`config.mk`:
```
export PLATFORM = sky130hd
export DESIGN_NAME = imem_boot_writer_flat
export DESIGN_NICKNAME = d
export VERILOG_FILES = /design/src/rtl/imem_boot_writer_if.sv /design/src/rtl/imem_boot_writer.sv /design/src/flat_wrapper.sv
export SDC_FILE = /design/constraint.sdc
export NUM_CORES = 2
export LEC_CHECK = 0
export CORE_ASPECT_RATIO = 1.2
export CORE_UTILIZATION = 30
export CTS_CLUSTER_DIAMETER = 30
export DETAILED_ROUTE_END_ITERATION = 6
export SLEW_MARGIN = 40
export SYNTH_ARGS = -nofsm -noshare
export SYNTH_HDL_FRONTEND = slang
export SYNTH_SLANG_ARGS = --single-unit
export TNS_END_PERCENT = 20
```
`constraint.sdc`:
```
create_clock -name clock -period 11.2 [get_ports clock]
set_clock_uncertainty 0.15 [all_clocks]
set_input_delay 1.12 -clock clock [delete_from_list [all_inputs] [get_ports clock]]
set_output_delay 1.12 -clock clock [all_outputs]
set_load 0.1 [all_outputs]
```
`src/rtl/imem_boot_writer_if.sv`:
```
// Bus bundle for imem_boot_writer: loader stream, CPU fetch port and load status.
interface imem_boot_writer_if #(
  parameter int ADDR_W = 6
);
  logic [31:0]     in_data;
  logic [31:0]     in_address;
  logic [31:0]     cpu_pc;
  logic [31:0]     cpu_instr;
  logic            cpu_reset;
  logic            load_done;
  logic [ADDR_W:0] load_count;
  logic            addr_error;
  logic            verify_mismatch;

  modport master (
    output in_data, in_address, cpu_pc,
    input  cpu_instr, cpu_reset, load_done, load_count, addr_error, verify_mismatch
  );

  modport slave (
    input  in_data, in_address, cpu_pc,
    output cpu_instr, cpu_reset, load_done, load_count, addr_error, verify_mismatch
  );
endinterface

```
`src/rtl/imem_boot_writer.sv`:
```
// Boot-time instruction memory loader: captures an ordered word stream, then releases the CPU.
// Define IMEM_BOOT_VERIFY_EN to add a readback-compare pass before the CPU is released.
module imem_boot_writer #(
  parameter int DEPTH  = 64,
  parameter int ADDR_W = 6
) (
  input  logic               clock,
  input  logic               reset,
  imem_boot_writer_if.slave  bus
);
  localparam int DATA_W = 32;
  localparam logic [ADDR_W-1:0] LAST = ADDR_W'(DEPTH - 1);

  typedef enum logic [1:0] {SYNC, LOAD, VERIFY, DONE} state_t;

  state_t              state, state_n;
  logic [ADDR_W-1:0]   prev, prev_n, prev_inc;
  logic [ADDR_W:0]     load_count, count_n;
  logic                addr_error, err_n;
  logic                load_done, cpu_reset;
  logic                we;
  logic [DATA_W-1:0]   instr_p1;
  logic [DATA_W-1:0]   mem [DEPTH];

  logic [ADDR_W-1:0]   idx;
  logic                in_range, addr_zero, seq_ok;
  logic [ADDR_W-1:0]   pc_idx;
  logic                pc_in_range;
  logic                unused_pc;

  assign idx       = bus.in_address[ADDR_W-1:0];
  assign in_range  = (bus.in_address[31:ADDR_W] == '0);
  assign addr_zero = (bus.in_address == 32'd0);
  assign prev_inc  = prev + ADDR_W'(1);
  // A wrap from LAST back to 0 never reaches this test: writing LAST always leaves LOAD.
  assign seq_ok    = in_range && (idx == prev_inc);

  assign pc_idx      = bus.cpu_pc[ADDR_W+1:2];
  assign pc_in_range = (bus.cpu_pc[31:ADDR_W+2] == '0);
  assign unused_pc   = ^bus.cpu_pc[1:0];

`ifdef IMEM_BOOT_VERIFY_EN
  logic vact, vact_n;
  logic verify_mismatch, mis_n;
`endif

  always_comb begin
    state_n = state;
    prev_n  = prev;
    count_n = load_count;
    err_n   = addr_error;
    we      = 1'b0;
`ifdef IMEM_BOOT_VERIFY_EN
    vact_n  = vact;
    mis_n   = verify_mismatch;
`endif
    case (state)
      SYNC: begin
        if (addr_zero) begin
          we      = 1'b1;
          prev_n  = '0;
          count_n = (ADDR_W+1)'(1);
          state_n = LOAD;
        end
      end
      LOAD: begin
        if (seq_ok) begin
          we      = 1'b1;
          prev_n  = idx;
          count_n = load_count + (ADDR_W+1)'(1);
          if (idx == LAST) begin
`ifdef IMEM_BOOT_VERIFY_EN
            state_n = VERIFY;
            vact_n  = 1'b0;
`else
            state_n = DONE;
`endif
          end
        end else begin
          err_n   = 1'b1;
          count_n = '0;
          state_n = SYNC;
        end
      end
`ifdef IMEM_BOOT_VERIFY_EN
      VERIFY: begin
        // Compare pass arms on address 0; an ordering fault disarms until the next 0.
        if (!vact) begin
          if (addr_zero) begin
            vact_n = 1'b1;
            prev_n = '0;
            if (bus.in_data != mem[idx]) mis_n = 1'b1;
          end
        end else if (seq_ok) begin
          prev_n = idx;
          if (bus.in_data != mem[idx]) mis_n = 1'b1;
          if (idx == LAST) state_n = DONE;
        end else begin
          err_n  = 1'b1;
          vact_n = 1'b0;
        end
      end
`endif
      DONE: begin
      end
      default: state_n = SYNC;
    endcase
  end

  always_ff @(posedge clock) begin
    if (reset) begin
      state      <= SYNC;
      prev       <= '0;
      load_count <= '0;
      addr_error <= 1'b0;
      load_done  <= 1'b0;
      cpu_reset  <= 1'b1;
`ifdef IMEM_BOOT_VERIFY_EN
      vact            <= 1'b0;
      verify_mismatch <= 1'b0;
`endif
    end else begin
      state      <= state_n;
      prev       <= prev_n;
      load_count <= count_n;
      addr_error <= err_n;
      load_done  <= (state_n == DONE);
      cpu_reset  <= (state_n != DONE);
`ifdef IMEM_BOOT_VERIFY_EN
      vact            <= vact_n;
      verify_mismatch <= mis_n;
`endif
    end
  end

  // Memory write: contents survive reset, but a reset cycle never writes.
  always_ff @(posedge clock) begin
    if (we && !reset) mem[idx] <= bus.in_data;
  end

  // Fetch stage p1: out-of-range or pre-release fetches return NOP.
  always_ff @(posedge clock) begin
    if (reset)                            instr_p1 <= '0;
    else if (state == DONE && pc_in_range) instr_p1 <= mem[pc_idx];
    else                                  instr_p1 <= '0;
  end

  assign bus.cpu_instr  = instr_p1;
  assign bus.cpu_reset  = cpu_reset;
  assign bus.load_done  = load_done;
  assign bus.load_count = load_count;
  assign bus.addr_error = addr_error;
`ifdef IMEM_BOOT_VERIFY_EN
  assign bus.verify_mismatch = verify_mismatch;
`else
  assign bus.verify_mismatch = 1'b0;
`endif
endmodule

```
`src/flat_wrapper.sv`:
```
// flat-port wrapper written by rule: the top's interface ports become plain ports
module imem_boot_writer_flat 
#(
  parameter int DEPTH  = 64,
  parameter int ADDR_W = 6
)
  (clock, reset, bus_in_data, bus_in_address, bus_cpu_pc, bus_cpu_instr, bus_cpu_reset, bus_load_done, bus_load_count, bus_addr_error, bus_verify_mismatch);
  imem_boot_writer_if #(.ADDR_W(ADDR_W)) bus_i ();
  input  logic clock;
  input  logic reset;
  input wire logic [$bits(bus_i.in_data)-1:0] bus_in_data;
  input wire logic [$bits(bus_i.in_address)-1:0] bus_in_address;
  input wire logic [$bits(bus_i.cpu_pc)-1:0] bus_cpu_pc;
  output wire logic [$bits(bus_i.cpu_instr)-1:0] bus_cpu_instr;
  output wire logic [$bits(bus_i.cpu_reset)-1:0] bus_cpu_reset;
  output wire logic [$bits(bus_i.load_done)-1:0] bus_load_done;
  output wire logic [$bits(bus_i.load_count)-1:0] bus_load_count;
  output wire logic [$bits(bus_i.addr_error)-1:0] bus_addr_error;
  output wire logic [$bits(bus_i.verify_mismatch)-1:0] bus_verify_mismatch;
  assign bus_i.in_data = bus_in_data;
  assign bus_i.in_address = bus_in_address;
  assign bus_i.cpu_pc = bus_cpu_pc;
  assign bus_cpu_instr = bus_i.cpu_instr;
  assign bus_cpu_reset = bus_i.cpu_reset;
  assign bus_load_done = bus_i.load_done;
  assign bus_load_count = bus_i.load_count;
  assign bus_addr_error = bus_i.addr_error;
  assign bus_verify_mismatch = bus_i.verify_mismatch;
  imem_boot_writer #(.DEPTH(DEPTH), .ADDR_W(ADDR_W)) u_core (.clock(clock), .reset(reset), .bus(bus_i));
endmodule
```
# ---- Yosys cells after proc, flatten, opt, wreduce, memory -nomap -nowiden
# Memory sizes are Yosys's and may differ from the RTL's. A register that Yosys moved wholly into a read port is not among the register bits.
# Cells that the tools add are included.
# W data, S select, Z words.
dict set report word_totals {
  reg_bits 18
  ram_bits 2048
  out_inout_bits 43
  mem_count 1
}
dict set report op_classes {
  n_addsub 2
  eq_ne 8
  muxes 15
  bitwise 2
  n_reduce_logical 13
}
# memory depth word_bits rd rd_clocked_by_memory_dff wr line_no
set mem_list {}
lappend mem_list {u_core.mem 64 32 1 1 1 imem_boot_writer.sv:23} ;# logic [DATA_W-1:0] mem [DEPTH];
# operator count
set ops {}
lappend ops {{$logic_not A32 Y1} 1}
lappend ops {{$logic_not A26 Y1} 1}
lappend ops {{$logic_not A24 Y1} 1}
lappend ops {{$mux W7} 2}
lappend ops {{$pmux W7 S2} 1}
lappend ops {{$mux W6} 2}
lappend ops {{$pmux W6 S2} 1}
lappend ops {{$add A7 B1 Y7 const B} 1}
lappend ops {{$add A6 B1 Y6 const B} 1}
lappend ops {{$eq A6 B6 Y1} 1}
lappend ops {{$eq A6 B6 Y1 const B} 1}
lappend ops {{$mux W2} 3}
lappend ops {{$pmux W2 S3} 1}
lappend ops {{$eq A2 B2 Y1 const B} 2}
lappend ops {{$mux W1} 4}
lappend ops {{$ne A2 B1 Y1 const B} 2}
lappend ops {{$reduce_and A2 Y1} 2}
lappend ops {{$logic_and A1 B1 Y1} 3}
lappend ops {{$reduce_and A3 Y1} 1}
lappend ops {{$eq A2 B1 Y1 const B} 1}
lappend ops {{$logic_not A2 Y1} 1}
lappend ops {{$ne A2 B2 Y1 const B} 1}
lappend ops {{$not A1 Y1} 2}
lappend ops {{$pmux W1 S2} 1}
lappend ops {{3 further kinds} 3}

# ---- Depth between registers and ports, before layout
dict set report logic_depth {
  ltp_word 8
  depth_mapped 13
}

# ---- Worst setup path after synthesis
# No wires, ideal clock.
dict set report synth_path {
  path_kind {in2reg}
  from {in bus_in_address[4]}
  to {mem u_core.mem[51][0], enable pin}
  setup_time_ns 0.503
  arrival_ns 5.603
  required_time_ns 10.547
  path_slack_ns 4.945
  path_stages 9
  cell_sequence {buf_2 > or3_1 > buf_2 > or2_4 > nor2_2 > a31o_4 > nand2_2 > buf_2 > nor4_1}
}
dict set report synth_via {
  elab_chain_len 7
}
# item line_no
set synth_rtl {}
lappend synth_rtl {{from (decl)} flat_wrapper.sv:12} ;# input wire logic [$bits(bus_i.in_address)-1:0] bus_in_address;
lappend synth_rtl {{$eq A6 B6 Y1} imem_boot_writer.sv:36} ;# assign seq_ok = in_range && (idx == prev_inc);
lappend synth_rtl {{$logic_and A1 B1 Y1} imem_boot_writer.sv:36}
lappend synth_rtl {{$mux W1} imem_boot_writer.sv:67} ;# if (seq_ok) begin
lappend synth_rtl {{$pmux W1 S2} imem_boot_writer.sv:57} ;# case (state)
lappend synth_rtl {{$logic_and A1 B1 Y1} imem_boot_writer.sv:138} ;# if (we && !reset) mem[idx] <= bus.in_data;
lappend synth_rtl {{$mux W1} imem_boot_writer.sv:138}
lappend synth_rtl {{$mux W1 (implied by the code)} imem_boot_writer.sv:138}
lappend synth_rtl {{to (decl)} imem_boot_writer.sv:23}
# Parallel ways exist; a longest one is shown, timed or not.

# ---- Final worst setup path
dict set report layout_path {
  from {in bus_in_address[4]}
  to {mem u_core.mem[54][16], enable pin}
}
# The elaborated chain is that of the path after synthesis.

==> metrics.cfg <==
[power]
swShare_pct = 20.69
netSwitchingPower_w = 0.004184
pwr-share-seq_pct = 42.6
power_frac_comb_pct = 3.4
p_clk_share_pct = 53.9
p_int_w = 0.01604
peakVddDrop_mv = 0.1862
p_leak_nw = 31.29
cellPowerDensity_nw_per_um2 = 204.4
power_w = 0.02022

[detailed_routing]
num_vias = 39700
vias_per_cell = 5.025
wirelength_mm = 209.3
remaining_drc_errors = 0
drt-wirelength-per-cell_um = 26.49
drt_iter0_drc = 3832
firstDrtPassIters = 6
drt.antenna.violating_nets = 0

[grt]
grt_usage_pct = 15.31
grt_max_degree = 95
grt_pass1_wl_mm = 299.5
antenna_found_initial = 10
grt_pass1_vias = 41760
grt.overflow.total = 0

[yosys]
synth_top_area_share_pct = 76.07
async_flop_share_pct = 0
syn_area_um2 = 80850
synth_top_family_by_area = multiplexers
synth_ff_type = edfxtp_1
ys_top_cells_by_count = edfxtp_1, mux4_2, nand2_1, mux2i_1, nor2_1
yosysMostFrequentCell = edfxtp_1
synth_edf_count = 2048
yosysUniqueCellTypes = 66
synth_area_leader_cell = edfxtp_1
synthTopCellsByArea = edfxtp_1, mux4_2, dfxtp_1, mux2i_1, nand2_1
synthXorXnorAreaFrac_pct = 0.07583
synthAdderAreaFrac_pct = 0.03095
syn_nets = 3692
netlist_instances = 3592
ys_warn_count = 0
synth-simple-area-share_pct = 2.461
avgSynthCellArea_um2 = 22.51
synth-seq-cells = 2098
synth_compound_area_share_pct = 2.249
synth_seq_area_share_pct = 77.31
synth_mux_area_share_pct = 16.08

[worst_setup_path]
required_ns = 11.60
crit_arrival_ns = 4.67
crit_type = input port to flip-flop
r2r-start = u_core.state[0]
worst-path-max-fanout = 40
cp-startpoint = bus_in_address[4]
start_kind = input port
end_kind = flip-flop

[final_layout]
drive_above_1_share_pct = 33.09
nets = 4134
stdcell_count = 7900
fin_util_pct = 36.95
area_delta_synth_final_pct = 22.38
final_cell_area_um2 = 98940

[sta]
relSlewSlack_pct = 35.46
post-route-min-period_ns = 4.268
finalMaxSlewViolations = 0
tightest_slew_ns = 0.9629
timing.final.crit_share_pct = 38.11
finalSetupTns_ns = 0
final-hold-violation-count = 0
max_freq_ghz = 0.2343
finalSetupViolCount = 0
rsz0062_at_grt = false

[clocking]
cts.reportedPaths.clkPinSlew_ns = 0.05
clk_path_buf_depth = 4
clk_latency_ns = 0.95
post_cts_buffers = 0
cts_root_buffer = clkbuf_16
cts_tree = built
htree_levels = 5
cts-hold-fix-buffers = 0
clock_sinks = 2098
cts_made_buffers = 369
cts.repair.resized = 0

[floorplan]
die-width_um = 475.9
core_area_um2 = 267800
dieArea_um2 = 271600
start_util_pct = 30.19
rows = 208
die_h_um = 570.7
io_pins = 141

[worst_hold_path]
hold_start = u_core.bus.addr_error
hold_path.class = flip-flop to flip-flop

[flow_run]
maxCapViolations = 0

[placement]
detailed_place_hpwl_mm = 114.1
place.gp.congestion = 0.7531
portBuffers = 137
place_inst = 7231
place_area_um2 = 86710

[status]
status = completed

## layout make-up
cell class | count | area, um2
repair buffers | 282 | 2278
clock inverters | 244 | 2584
flip-flops and latches | 2098 | 62500
multi-input cells | 1270 | 17450
fillers | 24056 | 168900
clock buffers | 412 | 9585
inverters | 13 | 51.30
well taps | 3570 | 4467
diodes | 11 | 27.53
## power by group through the flow
stage / sequential, W / combinational, W / clock (W)
CTS: 0.00862 / 0.000699 / 0.0110
global route: 0.00862 / 0.000736 / 0.0114
finish: 0.00863 / 0.000694 / 0.0109
floorplan: 0.00878 / 0.000404 / 0
global placement: 0.00878 / 0.000679 / 0
detailed placement: 0.00877 / 0.000698 / 0
## critical path: stages
cell	delay [ns]
clkdlybuf4s50_1	0.43
buf_4	0.20
or3_1	0.61
or2_4	0.42
nor2_2	0.11
a31o_4	0.13
nand2_4	0.10
buf_6	0.33
nor4_4	0.64
buf_4	0.51
## stage by stage
stage | worst slack [ns] | hold WS, ns
6_report | 6.932 | 0.3182
5_1_grt | 6.839 | 0.3046
4_1_cts | 6.721 | 0.2625
3_5_place_dp | 5.775 | 0.3044
3_3_place_gp | 5.359 | 0.3105
2_1_floorplan | 4.945 | 0.3307
## placed cells by master, fill, tap and decap left out, types with 26 or more instances in the layout
cell / instances
a21oi_1: 54
nand3_1: 26
clkinvlp_4: 39
dfxtp_1: 50
buf_2: 50
nor4_4: 27
clkdlybuf4s50_1: 56
mux4_2: 527
clkinv_4: 28
buf_4: 159
clkinv_2: 48
a22oi_1: 52
clkinv_1: 63
clkbuf_1: 33
nor2_1: 33
bufinv_16: 44
edfxtp_1: 2048
clkbuf_16: 377
mux2i_1: 92
nand2_1: 107
## registers in the layout (all words and copies together) (netlist names)
name                   count
u_core.bus.cpu_reset       1
u_core.bus.load_done       1
u_core.bus.cpu_instr      32
u_core.mem              2048
u_core.prev                6
u_core.state               2
u_core.bus.addr_error      1
u_core.bus.load_count      7
## logic make-up (layout without fill, tap and decap cells)
group / count (synthesis) / count (layout)
simple gates: 365 / 365
buf+inv: 224 / 951
other cells: 1 / 12
fa+ha+maj: 2 / 2
flops: 2098 / 2098
compound gates: 257 / 257
xor+xnor: 7 / 7
mux: 638 / 638
## routing by layer
layer	track usage (%)	up-vias	wire, um
li1	-	16343	-
met1	19.44	21427	83180
met2	25.94	1586	106400
met3	2.930	338	13360
met4	5.446	6	6270
met5	0	-	37
## path summary, 6_finish.rpt
kind                             endpoint  slack, ns  cells past startpoint
setup / recovery       u_core.mem[54][16]       6.93                     10
hold / removal      u_core.bus.addr_error       0.32                      1
setup reg to reg  u_core.bus.cpu_instr[8]       7.47                      6
hold reg to reg     u_core.bus.addr_error       0.32                      1
Note: power is estimated with default switching activity, not from simulation.
